**config.mk**
```make
export PLATFORM = sky130hd
export DESIGN_NAME = parallel_to_serial_shifter
export DESIGN_NICKNAME = d
export VERILOG_FILES = /design/src/rtl/shift_pkg.sv /design/src/rtl/parallel_to_serial_shifter.sv
export SDC_FILE = /design/constraint.sdc
export NUM_CORES = 1
export LEC_CHECK = 0
export ABC_AREA = 1
export ABC_CLOCK_PERIOD_IN_PS = 1300
export CORE_MARGIN = 5
export CORE_UTILIZATION = 50
export CTS_CLUSTER_SIZE = 25
export DETAILED_ROUTE_END_ITERATION = 8
export PLACE_DENSITY = 0.82
export SLEW_MARGIN = 40
export SYNTH_ARGS = -nofsm -noshare
export SYNTH_HDL_FRONTEND = slang
export SYNTH_SLANG_ARGS = --single-unit
export TNS_END_PERCENT = 5
```
**constraint.sdc**
```tcl
create_clock -name clk -period 1.3 [get_ports clk]
set_input_delay 0.13 -clock clk [delete_from_list [all_inputs] [get_ports clk]]
set_output_delay 0.13 -clock clk [all_outputs]
set_load 0.05 [all_outputs]
```
**src/rtl/shift_pkg.sv**
```systemverilog
// Shared definitions for the parallel/serial shift chain.
// Holds the shifter state encoding and the default word width.
package shift_pkg;

    localparam int DEFAULT_WIDTH = 4;

    typedef enum logic {
        IDLE  = 1'b0,
        SHIFT = 1'b1
    } state_t;

endpackage

```
**src/rtl/parallel_to_serial_shifter.sv**
```systemverilog
// Parallel-in, serial-out shifter with valid/ready load and a one-word
// holding buffer so frames can run back to back without an idle cycle.
//
// Ports:
//   clk        : rising-edge clock
//   rst        : synchronous active-high reset
//   din        : parallel word, sampled only on accept
//   din_valid  : din is valid this cycle
//   din_ready  : word accepted this cycle if din_valid (0 while rst)
//   q          : registered serial bit, 0 when not shifting
//   q_valid    : q carries a frame bit
//   q_first    : first bit of a frame
//   q_last     : last bit of a frame
//   busy       : a frame is in progress
module parallel_to_serial_shifter
    import shift_pkg::*;
#(
    parameter int WIDTH     = DEFAULT_WIDTH,
    parameter bit MSB_FIRST = 1'b1
) (
    input  logic             clk,
    input  logic             rst,
    input  logic [WIDTH-1:0] din,
    input  logic             din_valid,
    output logic             din_ready,
    output logic             q,
    output logic             q_valid,
    output logic             q_first,
    output logic             q_last,
    output logic             busy
);

    localparam int CW = (WIDTH > 1) ? $clog2(WIDTH) : 1;
    localparam logic [CW-1:0] LAST_CNT = CW'(WIDTH - 1);
    localparam logic [CW-1:0] PRE_LAST = CW'(WIDTH - 2);

    state_t           r_state;
    logic [WIDTH-1:0] r_shreg;
    logic [WIDTH-1:0] r_hold;
    logic             r_hold_full;
    logic [CW-1:0]    r_cnt;
    logic             r_q;
    logic             r_q_valid;
    logic             r_q_first;
    logic             r_q_last;
    logic             r_busy;

    logic             w_accept;
    logic             w_next_bit;
    logic [WIDTH-1:0] w_shifted;

    // Bit that goes out first for a freshly loaded word.
    function automatic logic head_bit(input logic [WIDTH-1:0] w);
        return MSB_FIRST ? w[WIDTH-1] : w[0];
    endfunction

    // r_shreg keeps the current bit at its head; the following bit is
    // the one adjacent to the head.
    always_comb begin
        din_ready  = !rst && ((r_state == IDLE) || !r_hold_full);
        w_accept   = din_valid && din_ready;
        w_next_bit = MSB_FIRST ? r_shreg[WIDTH-2] : r_shreg[1];
        w_shifted  = MSB_FIRST ? (r_shreg << 1) : (r_shreg >> 1);
    end

    always_ff @(posedge clk) begin
        if (rst) begin
            r_state     <= IDLE;
            r_shreg     <= '0;
            r_hold      <= '0;
            r_hold_full <= 1'b0;
            r_cnt       <= '0;
            r_q         <= 1'b0;
            r_q_valid   <= 1'b0;
            r_q_first   <= 1'b0;
            r_q_last    <= 1'b0;
            r_busy      <= 1'b0;
        end else begin
            unique case (r_state)
                IDLE: begin
                    if (w_accept) begin
                        r_state   <= SHIFT;
                        r_shreg   <= din;
                        r_cnt     <= '0;
                        r_q       <= head_bit(din);
                        r_q_valid <= 1'b1;
                        r_q_first <= 1'b1;
                        r_q_last  <= 1'b0;
                        r_busy    <= 1'b1;
                    end
                end
                SHIFT: begin
                    if (r_cnt == LAST_CNT) begin
                        // Last-bit edge: chain the next frame if one is
                        // available, otherwise drop back to idle.
                        if (r_hold_full) begin
                            r_shreg     <= r_hold;
                            r_hold_full <= 1'b0;
                            r_cnt       <= '0;
                            r_q         <= head_bit(r_hold);
                            r_q_first   <= 1'b1;
                            r_q_last    <= 1'b0;
                        end else if (w_accept) begin
                            r_shreg   <= din;
                            r_cnt     <= '0;
                            r_q       <= head_bit(din);
                            r_q_first <= 1'b1;
                            r_q_last  <= 1'b0;
                        end else begin
                            r_state   <= IDLE;
                            r_shreg   <= w_shifted;
                            r_cnt     <= '0;
                            r_q       <= 1'b0;
                            r_q_valid <= 1'b0;
                            r_q_first <= 1'b0;
                            r_q_last  <= 1'b0;
                            r_busy    <= 1'b0;
                        end
                    end else begin
                        r_shreg   <= w_shifted;
                        r_cnt     <= r_cnt + CW'(1);
                        r_q       <= w_next_bit;
                        r_q_first <= 1'b0;
                        r_q_last  <= (r_cnt == PRE_LAST);
                        if (w_accept) begin
                            r_hold      <= din;
                            r_hold_full <= 1'b1;
                        end
                    end
                end
                default: r_state <= IDLE;
            endcase
        end
    end

    assign q       = r_q;
    assign q_valid = r_q_valid;
    assign q_first = r_q_first;
    assign q_last  = r_q_last;
    assign busy    = r_busy;

endmodule

```
Word-level counts from Yosys, hierarchy flattened

Cells that the tools add are included.

$add $sub $neg: 1
Eq/ne operators: 6
Muxes and demuxes: 28
Bitwise logic cells: 2
Reduce and logical (&&, ||, !) cells: 9

Operators by type and width:

| cell                | count |
|---|---|
| $mux 1              | 15 |
| $mux 3              | 4 |
| $pmux 1 s2          | 5 |
| $ne 2x2->1 const B  | 3 |
| $pmux 3 s2          | 1 |
| $eq 2x2->1 const B  | 2 |
| $mux 2              | 2 |
| $pmux 2 s2          | 1 |
| $reduce_and 4->1    | 1 |
| $reduce_and 3->1    | 1 |
| $add 2x1->2 const B | 1 |
| $logic_and 1x1->1   | 2 |
| $logic_not 1->1     | 2 |
| $ne 2x1->1 const B  | 1 |
| $not 1->1           | 2 |
| $reduce_and 2->1    | 1 |
| $reduce_bool 2->1   | 1 |
| $logic_or 1x1->1    | 1 |

Flip-flop bits (word level): 15
Bits of input ports: 7
Output and inout bits: 6
Word-level logic and storage cells: 55

Longest topological paths before layout

Depth after elaboration: 8
Mapped depth: 8
Depth with buffers taken out: 8

Least setup slack after synthesis

No wires, ideal clock.

Kind: register -> output
From: reg r_state
To: out din_ready
Data arrival time: 1,210 ps
Required time: 1,170 ps
Slack: -40 ps
Stages on the path, launching flop included: 3
Path buffers: 1
Cells stage by stage: dfxtp_1 > buf_6 > a21oi_1

Longest elaborated chain between the ends: 3

RTL lines:

| element                  | line                              | source |
|---|---|---|
| start: declaration       | parallel_to_serial_shifter.sv:37  | `state_t r_state;` |
| start signal: assignment | parallel_to_serial_shifter.sv:68  | `r_state <= IDLE;` |
| start signal: assignment | parallel_to_serial_shifter.sv:82  | `r_state <= SHIFT;` |
| start signal: assignment | parallel_to_serial_shifter.sv:110 | `r_state <= IDLE;` |
| $not 1->1                | --                                |  |
| $logic_or 1x1->1         | parallel_to_serial_shifter.sv:60  | `din_ready = !rst && ((r_state == IDLE) \|\| !r_hold_full);` |
| $logic_and 1x1->1        | parallel_to_serial_shifter.sv:60  |  |
| end: declaration         | parallel_to_serial_shifter.sv:25  | `output logic din_ready,` |

Every way passes these cells.

Final worst setup path

Ends and elaborated chain as after synthesis.

==> out/qor.csv <==
stage;metric;value;unit
power;p_total;1.041;mW
finish;reg_top3;r_hold (4), r_shreg (3), r_cnt (2);
die;pin_count;13;
worst_setup_path;cp_max_fo;7;
global_routing;grt_antenna_before_repair;0;
synth;avgSynthCellArea;7.543;sq um
finish;largest_register;r_hold;
worst_setup_path;regToRegEndpoint;r_shreg[2];
synth;yosysTopAreaCell;dfxtp_1;
finish;num_antenna_cells;0;
timing;final_hold_viol_count;0;
synth;synthDistinctLibCells;22;
drt;drtAntennaViolNets;0;
clocking;cts_buffer_depth;2;
clocking;cts_tree;done;
synth;yosys_warnings;0;
power;p_comb_share;25.0;%
outcome;status;completed;
clocking;cts_made_buffers;3;
worst_setup_path;arrival;1.15;ns
worst_setup_path;startpoint;r_state;
timing;holdWs;0.4290;ns
finish;final-seq-area;307.8;sq um
worst_setup_path;r2r_cells;7;
synth;synthCells;104;
drt;drt_iter0_markers;5;
placed_design;dpl-instance-area;1002;sq um
power;sw_frac_of_total;30.06;%
power;pwr-share-clk;25.1;%
clocking;clk_latency;0.28;ns
finish;final_cell_mix;nand2_1 (21), o21ai_0 (12), nor2_1 (12);
timing;period_minus_slack;1.277;ns
global_routing;grt_max_degree;13;
power;cellPowerDensity;997.1;nW/um^2
clocking;cts_root_buffer;clkbuf_4;
hold_path;holdPathStages;3;
global_routing;grt_overflow;0;
clocking;postCtsHoldBufs;0;
synth;synth-seq-cells;15;
die;die_w;49.61;microns
worst_setup_path;crit_end;din_ready;
synth;synthesis.nets;113;
worst_setup_path;required;1.17;ns
finish;largest_register_ffs;4;
timing;rsz0062_at_grt;yes;
finish;multiInputGateArea;416.7;sq um
placed_design;gp_routability_congestion;0.7712;
synth;netlist.area_leader.share;38.28;%
worst_setup_path;worstSetupStartpointType;register;
power;power.leakage;0.4545;nW
clocking;post_cts_buffers;0;
die;rows;14;
timing;slew-limit-headroom;84.90;%
worst_setup_path;critPathKind;reg -> out;
timing;tightest_slew;0.2261;ns
clocking;h-tree-depth;1;
die;die-area;2461;sq um
finish;final_area;1044;sq um
power;p_switching;0.3127;mW
worst_setup_path;crit_path_end_kind;primary output;
drt;num_vias;733;
die;core_area;1489;sq um
global_routing;first_global_vias;719;
finish;drive_gt1_share;31.15;%
placed_design;dp_hpwl;1325;microns
timing;fmax;782.9;MHz
synth;syn_area;784.5;sq um
drt;vias_per_cell;5.312;
hold_path;hold_class;in -> reg;
job;cap_violations;0;
drt;post-route-drc-count;0;
die;start_util;52.69;%
power;power.internal;0.7278;mW
timing;finalCritPeriodShare;98.26;%
power;ir_worst_vdd;762.4;uV
drt;wl;1666;microns
synth;ys_top_cells_by_area;dfxtp_1 (38%), nand2_1 (10%), o21ai_0 (7.7%);
placed_design;place.port_buffers;12;
finish;area_growth;33.01;%
drt;dr.pass1.iters;4;
timing;setup_viol;0;
drt;post_drt_wl_per_cell;12.07;microns
timing;final_max_slew_viol_count;0;
global_routing;grt_usage;14.67;%
clocking;numClockSinks;15;
synth;yosysSeqAreaShare;38.28;%
finish;final_common_cell;nand2_1;
global_routing;grt_first_pass_wirelength;2939;microns
timing;skew;0.001798;ns
worst_setup_path;rrSetupSlack;0.09;ns
clocking;cts.reportedPaths.clkPinSlew;0.08;ns
die;die_height;49.61;microns
finish;nets;132;
worst_setup_path;r2r-start;r_cnt[0];
finish;fill_cells;119;
power;seq_power_share;49.9;%
-- worst max-delay path, cell delays in order (launching register included) --
cell and delay, ns:
dfxtp_4 0.39, buf_4 0.15, a21oi_2 0.18, buf_12 0.16
-- power by group through the flow --
stage	Sequential, mW	Combinational, mW	Clock (mW)
2_1_floorplan	0.545	0.125	0
3_3_place_gp	0.527	0.253	0
3_5_place_dp	0.529	0.260	0
4_1_cts	0.518	0.260	0.270
5_1_grt	0.525	0.281	0.297
6_report	0.520	0.260	0.261
-- final cells by class --
cell class | count | area share [%]
inverter | 12 | 4.556
sequential | 15 | 29.50
clock buffer | 4 | 2.518
tap | 16 | 1.918
multi-input combinational | 73 | 39.93
timing repair buffer | 18 | 21.58
-- what timing repair did --
| item | CTS | global route |
|---|---|---|
| endpoints found under the hold margin | 0 | 0 |
| pin swaps | 0 | 1 |
| setup endpoints to repair | 1 | 9 |
| resized for setup | 1 | 7 |
-- stage by stage --
| step | setup slack [ns] | cells | TNS (ns) | util, % |
|---|---|---|---|---|
| 6_report | 0.02266 | 138 | 0 | 70.08 |
| 5_1_grt | -0.02399 | 138 | -0.03376 | 70.08 |
| 4_1_cts | 0.01625 | 138 | 0 | 69.16 |
| 3_5_place_dp | -0.05380 | 134 | -0.2562 | 67.31 |
| 3_3_place_gp | -0.02278 | 134 | -0.05215 | 67.31 |
| 2_1_floorplan | 0.1676 | 104 | 0 | - |
-- worst min-delay path by stage --
stage / startpoint / endpoint / slack (ns)
final: din[3] / r_hold[3] / 0.43
after global routing: din[3] / r_hold[3] / 0.43
after CTS: din[3] / r_hold[3] / 0.44
after detailed placement: r_cnt[1] / r_cnt[1] / 0.48
after global placement: r_cnt[1] / r_cnt[1] / 0.47
after floorplan: rst / q_first / 0.20
-- kinds of logic after synthesis --
family / synth area share (%)
and+or+nand+nor: 29.66
AOI/OAI and AO/OA: 18.82
buffers and inverters: 10.05
DFF: 38.28
adders and majority gates: 3.189
-- cells in the mapped netlist --
master	n
nor2_4	1
ha_1	2
nand3_4	2
o2111a_1	1
o21ai_0	12
nand2_1	21
nand3_1	3
inv_1	8
a21oi_2	2
a21oi_1	9
o21ai_1	1
buf_6	1
nor2_1	12
buf_4	2
inv_2	3
inv_4	1
or2_2	1
nand2_4	2
clkbuf_2	1
o21ai_2	1
dfxtp_1	15
nand2_2	3
-- metal layers --
layer	part of all wire [%]	vias up	track usage, %
met5	0	-	0
met3	6.2	8	3.313
met1	39	334	17.55
met4	2.5	0	5.677
met2	52	23	25.00
li1	-	368	-
(Power assumes the default switching activity.)
